### src/rtl/int_to_fp_converter.sv
`default_nettype none
// +------------------------------------------------------------------------+
// | Module   : int_to_fp_converter                                         |
// | Purpose  : Converts a 32-bit signed or unsigned integer into the FPU   |
// |            float format {sign, exp[5:0] bias 31, frac[24:0]} using a   |
// |            one-bit-per-cycle normaliser followed by round-to-nearest-  |
// |            even, under a start/done handshake.                         |
// | Ports    : clock, reset      - clock, synchronous active-high reset    |
// |            start             - request, sampled only when idle         |
// |            int_in, signed_in - operand and signedness, captured on     |
// |                                the accepting edge                      |
// |            busy              - high whenever not idle                  |
// |            done              - one-cycle completion pulse              |
// |            data_out          - converted float, held until next result |
// |            status_out        - {exp==63, inexact, negative, zero}      |
// | Revision : 1.0 - initial release                                       |
// +------------------------------------------------------------------------+
module int_to_fp_converter (
  input  logic        clock,
  input  logic        reset,
  input  logic        start,
  input  logic [31:0] int_in,
  input  logic        signed_in,
  output logic        busy,
  output logic        done,
  output logic [31:0] data_out,
  output logic [3:0]  status_out
);

  typedef enum logic [2:0] {
    S_IDLE  = 3'd0,
    S_ABS   = 3'd1,
    S_NORM  = 3'd2,
    S_ROUND = 3'd3,
    S_DONE  = 3'd4
  } state_t;

  // Exponent of a value whose MSB already sits at bit 31 (2^31, bias 31).
  localparam logic [5:0] c_EXP_INIT = 6'd62;

  state_t      state_q, state_d;
  logic [31:0] m_q, m_d;          // operand, then magnitude, then normalised
  logic [5:0]  exp_q, exp_d;
  logic        sign_q, sign_d;
  logic        sgn_in_q, sgn_in_d;
  logic [31:0] data_q, data_d;
  logic [3:0]  status_q, status_d;

  // Rounding datapath, only meaningful once m_q[31] is set.
  logic        w_guard;
  logic        w_sticky;
  logic        w_inc;
  logic [25:0] w_frac_sum;
  logic [5:0]  w_exp_rnd;
  logic        w_neg;

  assign w_guard    = m_q[5];
  assign w_sticky   = |m_q[4:0];
  assign w_inc      = w_guard & (w_sticky | m_q[6]);
  // A carry out of the fraction leaves its low 25 bits at zero, which is
  // exactly the renormalised fraction of 2.0 -> 1.0 with exponent + 1.
  assign w_frac_sum = {1'b0, m_q[30:6]} + {25'd0, w_inc};
  assign w_exp_rnd  = exp_q + {5'd0, w_frac_sum[25]};
  assign w_neg      = sgn_in_q & m_q[31];

  always_comb begin
    state_d  = state_q;
    m_d      = m_q;
    exp_d    = exp_q;
    sign_d   = sign_q;
    sgn_in_d = sgn_in_q;
    data_d   = data_q;
    status_d = status_q;
    case (state_q)
      S_IDLE: begin
        if (start) begin
          m_d      = int_in;
          sgn_in_d = signed_in;
          state_d  = S_ABS;
        end
      end
      S_ABS: begin
        sign_d = w_neg;
        // -2^31 negates to itself, which is the correct unsigned magnitude.
        m_d    = w_neg ? (~m_q + 32'd1) : m_q;
        exp_d  = c_EXP_INIT;
        if (m_q == 32'd0) begin
          sign_d   = 1'b0;
          data_d   = 32'd0;
          status_d = 4'b0001;
          state_d  = S_DONE;
        end else begin
          state_d = S_NORM;
        end
      end
      S_NORM: begin
        if (!m_q[31]) begin
          m_d   = {m_q[30:0], 1'b0};
          exp_d = exp_q - 6'd1;
        end else begin
          state_d = S_ROUND;
        end
      end
      S_ROUND: begin
        data_d   = {sign_q, w_exp_rnd, w_frac_sum[24:0]};
        status_d = {(w_exp_rnd == 6'd63), (w_guard | w_sticky), sign_q, 1'b0};
        state_d  = S_DONE;
      end
      S_DONE: begin
        state_d = S_IDLE;
      end
      default: begin
        state_d = S_IDLE;
      end
    endcase
  end

  always_ff @(posedge clock) begin
    if (reset) begin
      state_q  <= S_IDLE;
      m_q      <= 32'd0;
      exp_q    <= 6'd0;
      sign_q   <= 1'b0;
      sgn_in_q <= 1'b0;
      data_q   <= 32'd0;
      status_q <= 4'd0;
    end else begin
      state_q  <= state_d;
      m_q      <= m_d;
      exp_q    <= exp_d;
      sign_q   <= sign_d;
      sgn_in_q <= sgn_in_d;
      data_q   <= data_d;
      status_q <= status_d;
    end
  end

  assign busy       = (state_q != S_IDLE);
  assign done       = (state_q == S_DONE);
  assign data_out   = data_q;
  assign status_out = status_q;

endmodule
`default_nettype wire

### config.mk
export PLATFORM = sky130hd
export DESIGN_NAME = int_to_fp_converter
export DESIGN_NICKNAME = d
export VERILOG_FILES = /design/src/rtl/int_to_fp_converter.sv
export SDC_FILE = /design/constraint.sdc
export NUM_CORES = 1
export LEC_CHECK = 0
export CAP_MARGIN = 15
export CORE_MARGIN = 4
export CORE_UTILIZATION = 50
export DETAILED_ROUTE_END_ITERATION = 8
export GPL_TIMING_DRIVEN = 0
export PLACE_DENSITY = 0.83
export SYNTH_ARGS = -nofsm -noshare
export SYNTH_HDL_FRONTEND = slang
export SYNTH_SLANG_ARGS = --single-unit
### constraint.sdc
create_clock -name clock -period 5.4 [get_ports clock]
set_input_delay 0.81 -clock clock [delete_from_list [all_inputs] [get_ports clock]]
set_output_delay 0.81 -clock clock [all_outputs]
set_load 0.02 [all_outputs]
Word-level counts from Yosys, hierarchy flattened
Cells that the tools add are included.
- flip-flop bits (word level): 79
- word-level logic and storage cells: 55
- output and inout bits: 38
- mux-type cells: 15
- add/subtract/negate cells: 4
- bitwise logic cells: 5
- reduce and logical (&&, ||, !) cells: 13
- eq/ne operators: 10
- operators by type and width (cell ; number):
    2-to-1 mux 32 bit ; 4
    case mux 32 bit (3 select lines) ; 1
    case mux 32 bit (2 select lines) ; 1
    adder 32 x 1 -> 32 bit (second input constant) ; 1
    zero test 32 bit ; 1
    inverter 32 bit ; 1
    adder 25 x 1 -> 26 bit ; 1
    case mux 3 bit (4 select lines) ; 1
    case mux 6 bit (2 select lines) ; 1
    != test 2 bit (second input constant) ; 5
    2-to-1 mux 3 bit ; 3
    case mux 4 bit (2 select lines) ; 1
    AND reduction 2 bit ; 4
    adder 6 x 1 -> 6 bit ; 1
    == test 3 x 2 -> 1 bit (second input constant) ; 2
    == test 6 bit (second input constant) ; 1
    2-to-1 mux 6 bit ; 1
    nonzero test 3 bit ; 2
    subtractor 6 x 1 -> 6 bit (second input constant) ; 1
    OR reduction 5 bit ; 1
    2-to-1 mux 4 bit ; 1
    AND reduction 4 bit ; 1
    nonzero test 2 bit ; 2
    == test 3 x 1 -> 1 bit (second input constant) ; 1
    6 further kinds ; 8

Logic depth before layout (Yosys ltp)
Gate-level depths: netlist of run 1.
- depth in word-level cells: 7
- depth in mapped cells: 12
- mapped depth without buffers: 10

Least setup slack after synthesis of run 1
Ideal clock, no wire load.
- kind: flip-flop to flip-flop
- from: register m_q[7]
- to: register m_q[24]
- clock period less this slack: 2627 ps
- path slack: 2773 ps
- arrival time: 2499 ps
- required time: 5272 ps
- setup time: 128 ps
- cell stages (with the launch flop): 8
- cell sequence: dfxtp_1 -> buf_6 -> or4_4 -> or4_4 -> or4_4 -> a222oi_1 -> a2bb2oi_1 -> nor2_1
- cells in the longest elaborated chain, start to end: 4
- RTL lines (element ; line ; source):
    from (decl) ; 42 ; logic [31:0] m_q, m_d;
    from (signal assigned) ; 129 ; m_q <= m_d;
    inverter 32 bit ; 85 ; m_d = w_neg ? (~m_q + 32'd1) : m_q;
    adder 32 x 1 -> 32 bit ; 85 ;
    2-to-1 mux 32 bit ; 85 ;
    case mux 32 bit (3 select lines) ; 74 ; case (state_q)
Every way passes these cells. The select of a mux whose other input is x is not followed.
A chain may end at the register's enable or synchronous reset.

Final worst setup path of run 1
- from: register m_q[10]
- to: register status_q[3], in the netlist status_out[3]
- cells in the longest elaborated chain, start to end: 4
- elaborated cells between the ends (all ways): 7
- those cells by class: add/sub (2); eq/ne (2); mux (1); reduce/logical (2)
- RTL lines (element ; line ; source):
    adder 25 x 1 -> 26 bit ; 62 ; assign w_frac_sum = {1'b0, m_q[30:6]} + {25'd0, w_inc};
    adder 6 x 1 -> 6 bit ; 63 ; assign w_exp_rnd = exp_q + {5'd0, w_frac_sum[25]};
    == test 6 bit ; 106 ; status_d = {(w_exp_rnd == 6'd63), (w_guard | w_sticky), sign_q, 1'b0};
    case mux 4 bit (2 select lines) ; 74 ;
    to (signal assigned) ; 134 ; status_q <= status_d;
    to (decl) ; 47 ; logic [3:0] status_q, status_d;
Parallel ways exist; a longest one is shown, timed or not.

==> impl_results.md, run 1 <==
* Clk Tree Root Cell: clkbuf_8
* Clock Latency Late Sink at 0.35 ns
* Largest net degree at the start of global routing at 15
* Cts repair resizes at 0
* WS Path Type: flip-flop to flip-flop
* Final setup fails at 0
* Start point of the worst min-delay path: status_out[0]
* Clock Path Buffers at 2
* I/O pins at 74
* RSZ-0062 raised after global routing: no
* TritonCTS Sinks at 78
* Slew @ Worst Pin at 0.9298 ns
* Final Skew at 0.01253 ns
* CTS Hold Bufs at 0
* First-pass GRT wire length at 23.01 mm
* Net Sw Power at 601.4 uW
* Distinct cells, synth at 58
* Status: finished clean
* Minimum clock period at 3.346 ns
* Initial drt markers at 539
* Seq pwr share at 38.9%
* Synth Instances at 568
* Clk pwr share at 29.0%
* Die ar. at 10,640 sq um
* CP endpoint: status_out[3]
* Largest family of logic cells by synthesized area: compound AO/OA/AOI/OAI gates
* # diodes at 0
* Vias in the first global route at 4,601
* Reg-to-reg endpoint: status_out[3]
* Layout area overhead at 23.89%
* PD cells at 295.9 nW/um^2
* Post-Synth XOR/XNOR Area at 6.580%
* Die width at 103.1 um
* Max Slew Vio Count at 0
* Die H at 103.1 um
* Pre-Repair DR Iteration Count at 6
* Worst reg2reg startpoint: m_q[10]
* WP data required at 5.65 ns
* Post-synth top area cell: dfxtp_1
* Setup TNS at 0 ns
* Total CTS buffers at 9
* Critical Path Start Type: flip-flop
* Internal power at 1.058 mW
* Switching fraction of total power at 36.25%
* Yosys reg bits at 78
* FF-to-FF path depth at 11
* Compound-gate portion of the synthesized area at 25.52%
* Critical path arrival at 3.59 ns
* Antenna Nets Post-Route at 0
* Final Wtd Congestion at 0.9627
* Yosys warning count at 0
* WL final at 14.90 mm
* Post-synthesis mux area share at 0.6635%
* Syn_nets at 611
* H-Tree Depth at 3
* Hold Path Class: flip-flop to flip-flop
* Most common cell in the synthesized netlist: dfxtp_1
* Multi-input logic area at 2671 sq um
* FP Rows at 34
* Post-synth EDFFs at 0
* Layout cell share with drive strength beyond 1 at 5.632%
* Final count of hold timing violations at 0
* Combinational Power Share at 32.1%
* Vias after detailed routing at 4,848
* DP HPWL at 10.84 mm
* Nets at 695
* Largest cells by area after synthesis: dfxtp_1 (35%), nor2_1 (6.1%), a22o_1 (5.6%)
* Leak Pwr at 2.006 nW
* Overflow after GRT at 0
* Clock transition at the registers of the reported paths at 0.09 ns
* Hold WS at 0.4636 ns
* Vias per cell at 6.337
* Routed wire length per instance at 19.48 um
* Synth top area share at 34.50%
* Simple-gate share of the synthesized area at 24.33%
* Post-Syn Area per Cell at 7.968 sq um
* Setup crit end kind: flip-flop
* Worst setup path startpoint: m_q[10]
* Setup Buffers After CTS at 0
* Asr flop ratio synth at 0%
* CTS tree: yes
* R2r setup slk at 2.05 ns
* DRC viols at 0
* Synth Area in Adders at 1.935%
* Sequential Area at 1562 sq um
* Top cells by count, synth: dfxtp_1 (78), nor2_1 (73), clkbuf_1 (47), a22o_1 (29)
* Total GRT Usage at 27.97%
* Max Clk Rate at 298.8 MHz
* Prevailing post-synth register cell: dfxtp_1
* Port bufs at 73
* Filler cells at 805
* CP Max Fanout at 10
* Worst VDD drop at 153.2 uV
* Post-Syn Area at 4526 sq um
* Initial antenna violation count at 0
* Slew HR at 37.50%
* Effective utilization at floorplan at 51.64%
* Post-synthesis sequential area ratio at 34.50%
* Fin crit share at 61.97%
* Core box area at 8763 sq um
* Max-Cap Viols at 0
[flip-flops by register name (all words and copies together), names as in the netlist]
| signal | cells |
|---|---|
| exp_q | 6 |
| state_q | 3 |
| sign_q | 1 |
| status_out | 4 |
| m_q | 32 |
| data_out | 31 |
| sgn_in_q | 1 |
[power groups by stage]
stage / combinational (mW) / clock, mW / sequential, mW
floorplan: 0.360 / 0 / 0.652
global placement: 0.502 / 0 / 0.656
detailed placement: 0.514 / 0 / 0.658
CTS: 0.517 / 0.481 / 0.644
global route: 0.574 / 0.503 / 0.650
finish: 0.533 / 0.481 / 0.646
[through the flow]
stage	util (%)	setup WS, ns	power (mW)	std cells	instance area [sq um]
final	63.98	2.054	1.659	765	5607
after global routing	63.98	1.873	1.728	765	5607
after CTS	63.98	2.082	1.643	765	5607
after detailed placement	61.52	2.115	1.171	749	5391
after global placement	61.52	2.127	1.157	749	5391
after floorplan	-	2.773	1.013	568	4526
[layer usage]
metal / wire length [um] / vias up / global-route usage, %
li1: - / 2267 / -
met1: 6134 / 2271 / 35.86
met2: 6833 / 258 / 45.49
met3: 1349 / 52 / 4.465
met4: 581 / 0 / 14.04
met5: 0 / - / 0
[critical path: stages, from the launching register on]
cell      delay [ns]
dfxtp_1         0.34
clkbuf_1        0.39
nand3_1         0.23
nor3_1          0.68
nand3_1         0.20
nor3_1          0.38
ha_1            0.22
ha_1            0.18
nand3_1         0.11
xor2_1          0.16
nor2_1          0.07
a32o_1          0.27
[cell usage in the layout, fill, tap and decap left out, types with 4 or more instances in the layout]
cell	instances
nand2b_1	6
a21o_1	7
a211oi_1	5
a22oi_1	10
a2bb2oi_1	6
a222oi_1	9
a221oi_1	5
xnor2_1	20
nand4_1	11
inv_1	10
nand3_1	27
nor3b_1	4
or4_1	4
a21oi_1	27
nor2_1	73
or4_4	4
a31oi_1	7
nor3_1	22
o21ai_0	27
nand2_1	26
ha_1	7
dfxtp_1	78
o2bb2ai_1	7
clkbuf_8	11
clkbuf_1	47
or3_1	8
xor2_1	14
nor4_1	9
clkdlybuf4s50_1	73
buf_2	5
o31ai_1	4
a22o_1	29
and3_1	4
[logic make-up after synthesis]
logic type / count (synthesis)
AND/OR/NAND/NOR: 216
AO/OA/AOI/OAI: 160
flip-flops: 78
buffers and inverters: 70
XOR/XNOR: 34
adder cells (fa/ha/maj): 7
multiplexers: 3
[how the worst min path moves through the flow]
| stage | to | slack (ns) | depth (start not counted) |
|---|---|---|---|
| finish | status_out[0] | 0.46 | 2 |
| global route | data_out[8] | 0.48 | 1 |
| CTS | status_out[0] | 0.47 | 2 |
| detailed placement | status_out[0] | 0.45 | 2 |
| global placement | data_out[29] | 0.44 | 1 |
| floorplan | sign_q | 0.44 | 2 |
[cell type report]
class,instances,area share (%)
inverters,10,0.6695
flip-flops and latches,78,27.85
clock inverters,5,1.138
plain buffers,60,4.553
well taps,108,2.410
clock buffers,11,2.700
multi-input cells,420,47.65
repair buffers,73,13.03
Note: power is estimated with default switching activity, not from simulation.
==> run 2, diff against run 1 <==
--- a/config.mk
+++ b/config.mk
@@ -7,10 +7,10 @@
 export LEC_CHECK = 0
 export CAP_MARGIN = 15
 export CORE_MARGIN = 4
-export CORE_UTILIZATION = 50
+export CORE_UTILIZATION = 49
 export DETAILED_ROUTE_END_ITERATION = 8
 export GPL_TIMING_DRIVEN = 0
-export PLACE_DENSITY = 0.83
+export PLACE_DENSITY = 0.85
 export SYNTH_ARGS = -nofsm -noshare
 export SYNTH_HDL_FRONTEND = slang
 export SYNTH_SLANG_ARGS = --single-unit
==> constraint.sdc (replaced) <==
create_clock -name clock -period 2.8 [get_ports clock]
set_input_delay 0.42 -clock clock [delete_from_list [all_inputs] [get_ports clock]]
set_output_delay 0.42 -clock clock [all_outputs]
set_load 0.02 [all_outputs]
==> impl_results.md, run 2 (synthesis results as in run 1) <==
* Status: finished clean
* Max-Cap Viols at 0
* Seq pwr share at 38.9%
* CP most frequent cell: or4_4
* Largest net degree at the start of global routing at 14
* Multi-input logic area at 2734 sq um
* Initial antenna violation count at 0
* Minimum clock period at 2.724 ns
* DP HPWL at 10.91 mm
* Layout cell share with drive strength beyond 1 at 9.954%
* Slowest-stage cell, CP: or4_4
* CTS Hold Bufs at 0
* Combinational Power Share at 30.4%
* Final Skew at 0.01656 ns
* Total CTS buffers at 9
* Start point of the worst min-delay path: status_out[0]
* Clk pwr share at 30.7%
* Setup TNS at 0 ns
* CTS tree: yes
* R2r setup slk at 0.08 ns
* WP data required at 3.01 ns
* I/O pins at 74
* H-Tree Depth at 3
* Layout area overhead at 26.65%
* Effective utilization at floorplan at 51.15%
* Reg-to-reg endpoint: m_q[26]
* Hold WS at 0.4597 ns
* Vias per cell at 6.360
* Net Sw Power at 1.157 mW
* Leak Pwr at 2.085 nW
* Total GRT Usage at 27.20%
* PD cells at 582.2 nW/um^2
* Critical Path Start Type: flip-flop
* Sequential Area at 1579 sq um
* Clk Tree Root Cell: clkbuf_8
* Final count of hold timing violations at 0
* Final Wtd Congestion at 0.9286
* Fin crit share at 97.30%
* Overflow after GRT at 0
* FP Rows at 34
* CP Cell Sequence: or4_4, or4_4, or4_4, o31a_2, o21ai_0, a21oi_1
* Reg with most FFs: m_q
* Nets at 692
* RSZ-0062 raised after global routing: yes
* WL final at 15.35 mm
* Switching fraction of total power at 34.66%
* Die width at 104.1 um
* Max Slew Vio Count at 0
* CP Max Fanout at 6
* Hold path cells at 2
* Pre-Repair DR Iteration Count at 6
* CP peak stage delay at 0.59 ns
* FF-to-FF path depth at 6
* Most common cell after layout, fill and taps aside: clkdlybuf4s50_1
* Critical path arrival at 2.93 ns
* WS Path Type: flip-flop to flip-flop
* Port bufs at 73
* Max FFs per register at 32
* Filler cells at 771
* Setup crit end kind: flip-flop
* Clock Path Buffers at 2
* Clock transition at the registers of the reported paths at 0.09 ns
* Hold Path Class: flip-flop to flip-flop
* Slew @ Worst Pin at 0.8097 ns
* Worst reg2reg startpoint: m_q[13]
* Hold Path Sink: status_out[0]
* TritonCTS Sinks at 78
* Core box area at 8848 sq um
* Commonest cells after routing, fill and taps aside: clkdlybuf4s50_1 (73), nor2_1 (72), dfxtp_1 (70), clkbuf_1 (34), a22o_1 (29)
* Clock Latency Late Sink at 0.36 ns
* DRC viols at 0
* Die H at 104.1 um
* Worst VDD drop at 355.9 uV
* First-pass GRT wire length at 23.74 mm
* Vias in the first global route at 4,516
* Vias after detailed routing at 4,840
* Antenna Nets Post-Route at 0
* Internal power at 2.180 mW
* Die ar. at 10,840 sq um
* Slew HR at 45.82%
* # diodes at 0
* Fin util at 64.78%
* Initial drt markers at 688
* Max Clk Rate at 367.1 MHz
* Routed wire length per instance at 20.17 um
* Final setup fails at 0
-- run 2: cell count changes in the layout (fill, tap and decap cells not counted), sizes merged --
cell and change:
clkbuf -12, clkinv +1, inv -2, bufinv +2, buf +7
-- run 2: routing by layer --
layer	track usage, %	wire (um)	vias up
li1	-	-	2265
met1	35.41	6281	2264
met2	44.01	7012	273
met3	6.145	1611	38
met4	10.16	442	0
met5	0	0	-
-- run 2: power by group through the flow --
| stage | Sequential, mW | Clock (mW) | Combinational [mW] |
|---|---|---|---|
| after global routing | 1.31 | 1.09 | 1.09 |
| after floorplan | 1.26 | 0 | 0.695 |
| after detailed placement | 1.27 | 0 | 0.987 |
| final | 1.30 | 1.03 | 1.01 |
| after global placement | 1.26 | 0 | 0.968 |
| after CTS | 1.25 | 1.04 | 0.994 |
-- run 2: worst max-delay path by stage --
stage            start            end  slack, ns  cells past startpoint
2_1_floorplan   m_q[7]        m_q[24]       0.17                      7
3_3_place_gp    m_q[5]  status_out[3]      -0.33                     11
3_5_place_dp    m_q[5]  status_out[3]      -0.46                     11
4_1_cts        m_q[16]  status_out[3]      0.001                     11
5_1_grt        m_q[13]        m_q[24]      -0.03                      6
6_report       m_q[13]        m_q[26]       0.08                      6
-- run 2: cell type report --
class	instances	share of cell area, %
Buffer	47	3.580
Clock buffer	9	2.161
Clock inverter	6	1.943
Inverter	10	0.6549
Multi-Input combinational cell	420	47.70
Sequential cell	78	27.55
Tap cell	108	2.358
Timing Repair Buffer	83	14.06
-- run 2: metrics by stage --
stage,area [sq um],setup slack [ns],cells,power [mW]
after floorplan,4526,0.1732,568,1.953
after global placement,5391,-0.3332,749,2.232
after detailed placement,5391,-0.4639,749,2.257
after CTS,5649,0.001026,761,3.284
after global routing,5732,-0.03247,761,3.485
final,5732,0.07561,761,3.337
-- run 2: worst max-delay path, delay by kind of cell, from the launching register on --
kind	cells	cell delay, ns
and+or+nand+nor	3	1.66
AOI/OAI and AO/OA	3	0.55
DFF	1	0.36
-- run 2: timing repair --
item / in CTS / in global routing
setup endpoints to repair: 31 / 43
gates resized for setup: 11 / 21
setup buffers: 0 / 10
pin swaps: 1 / 7
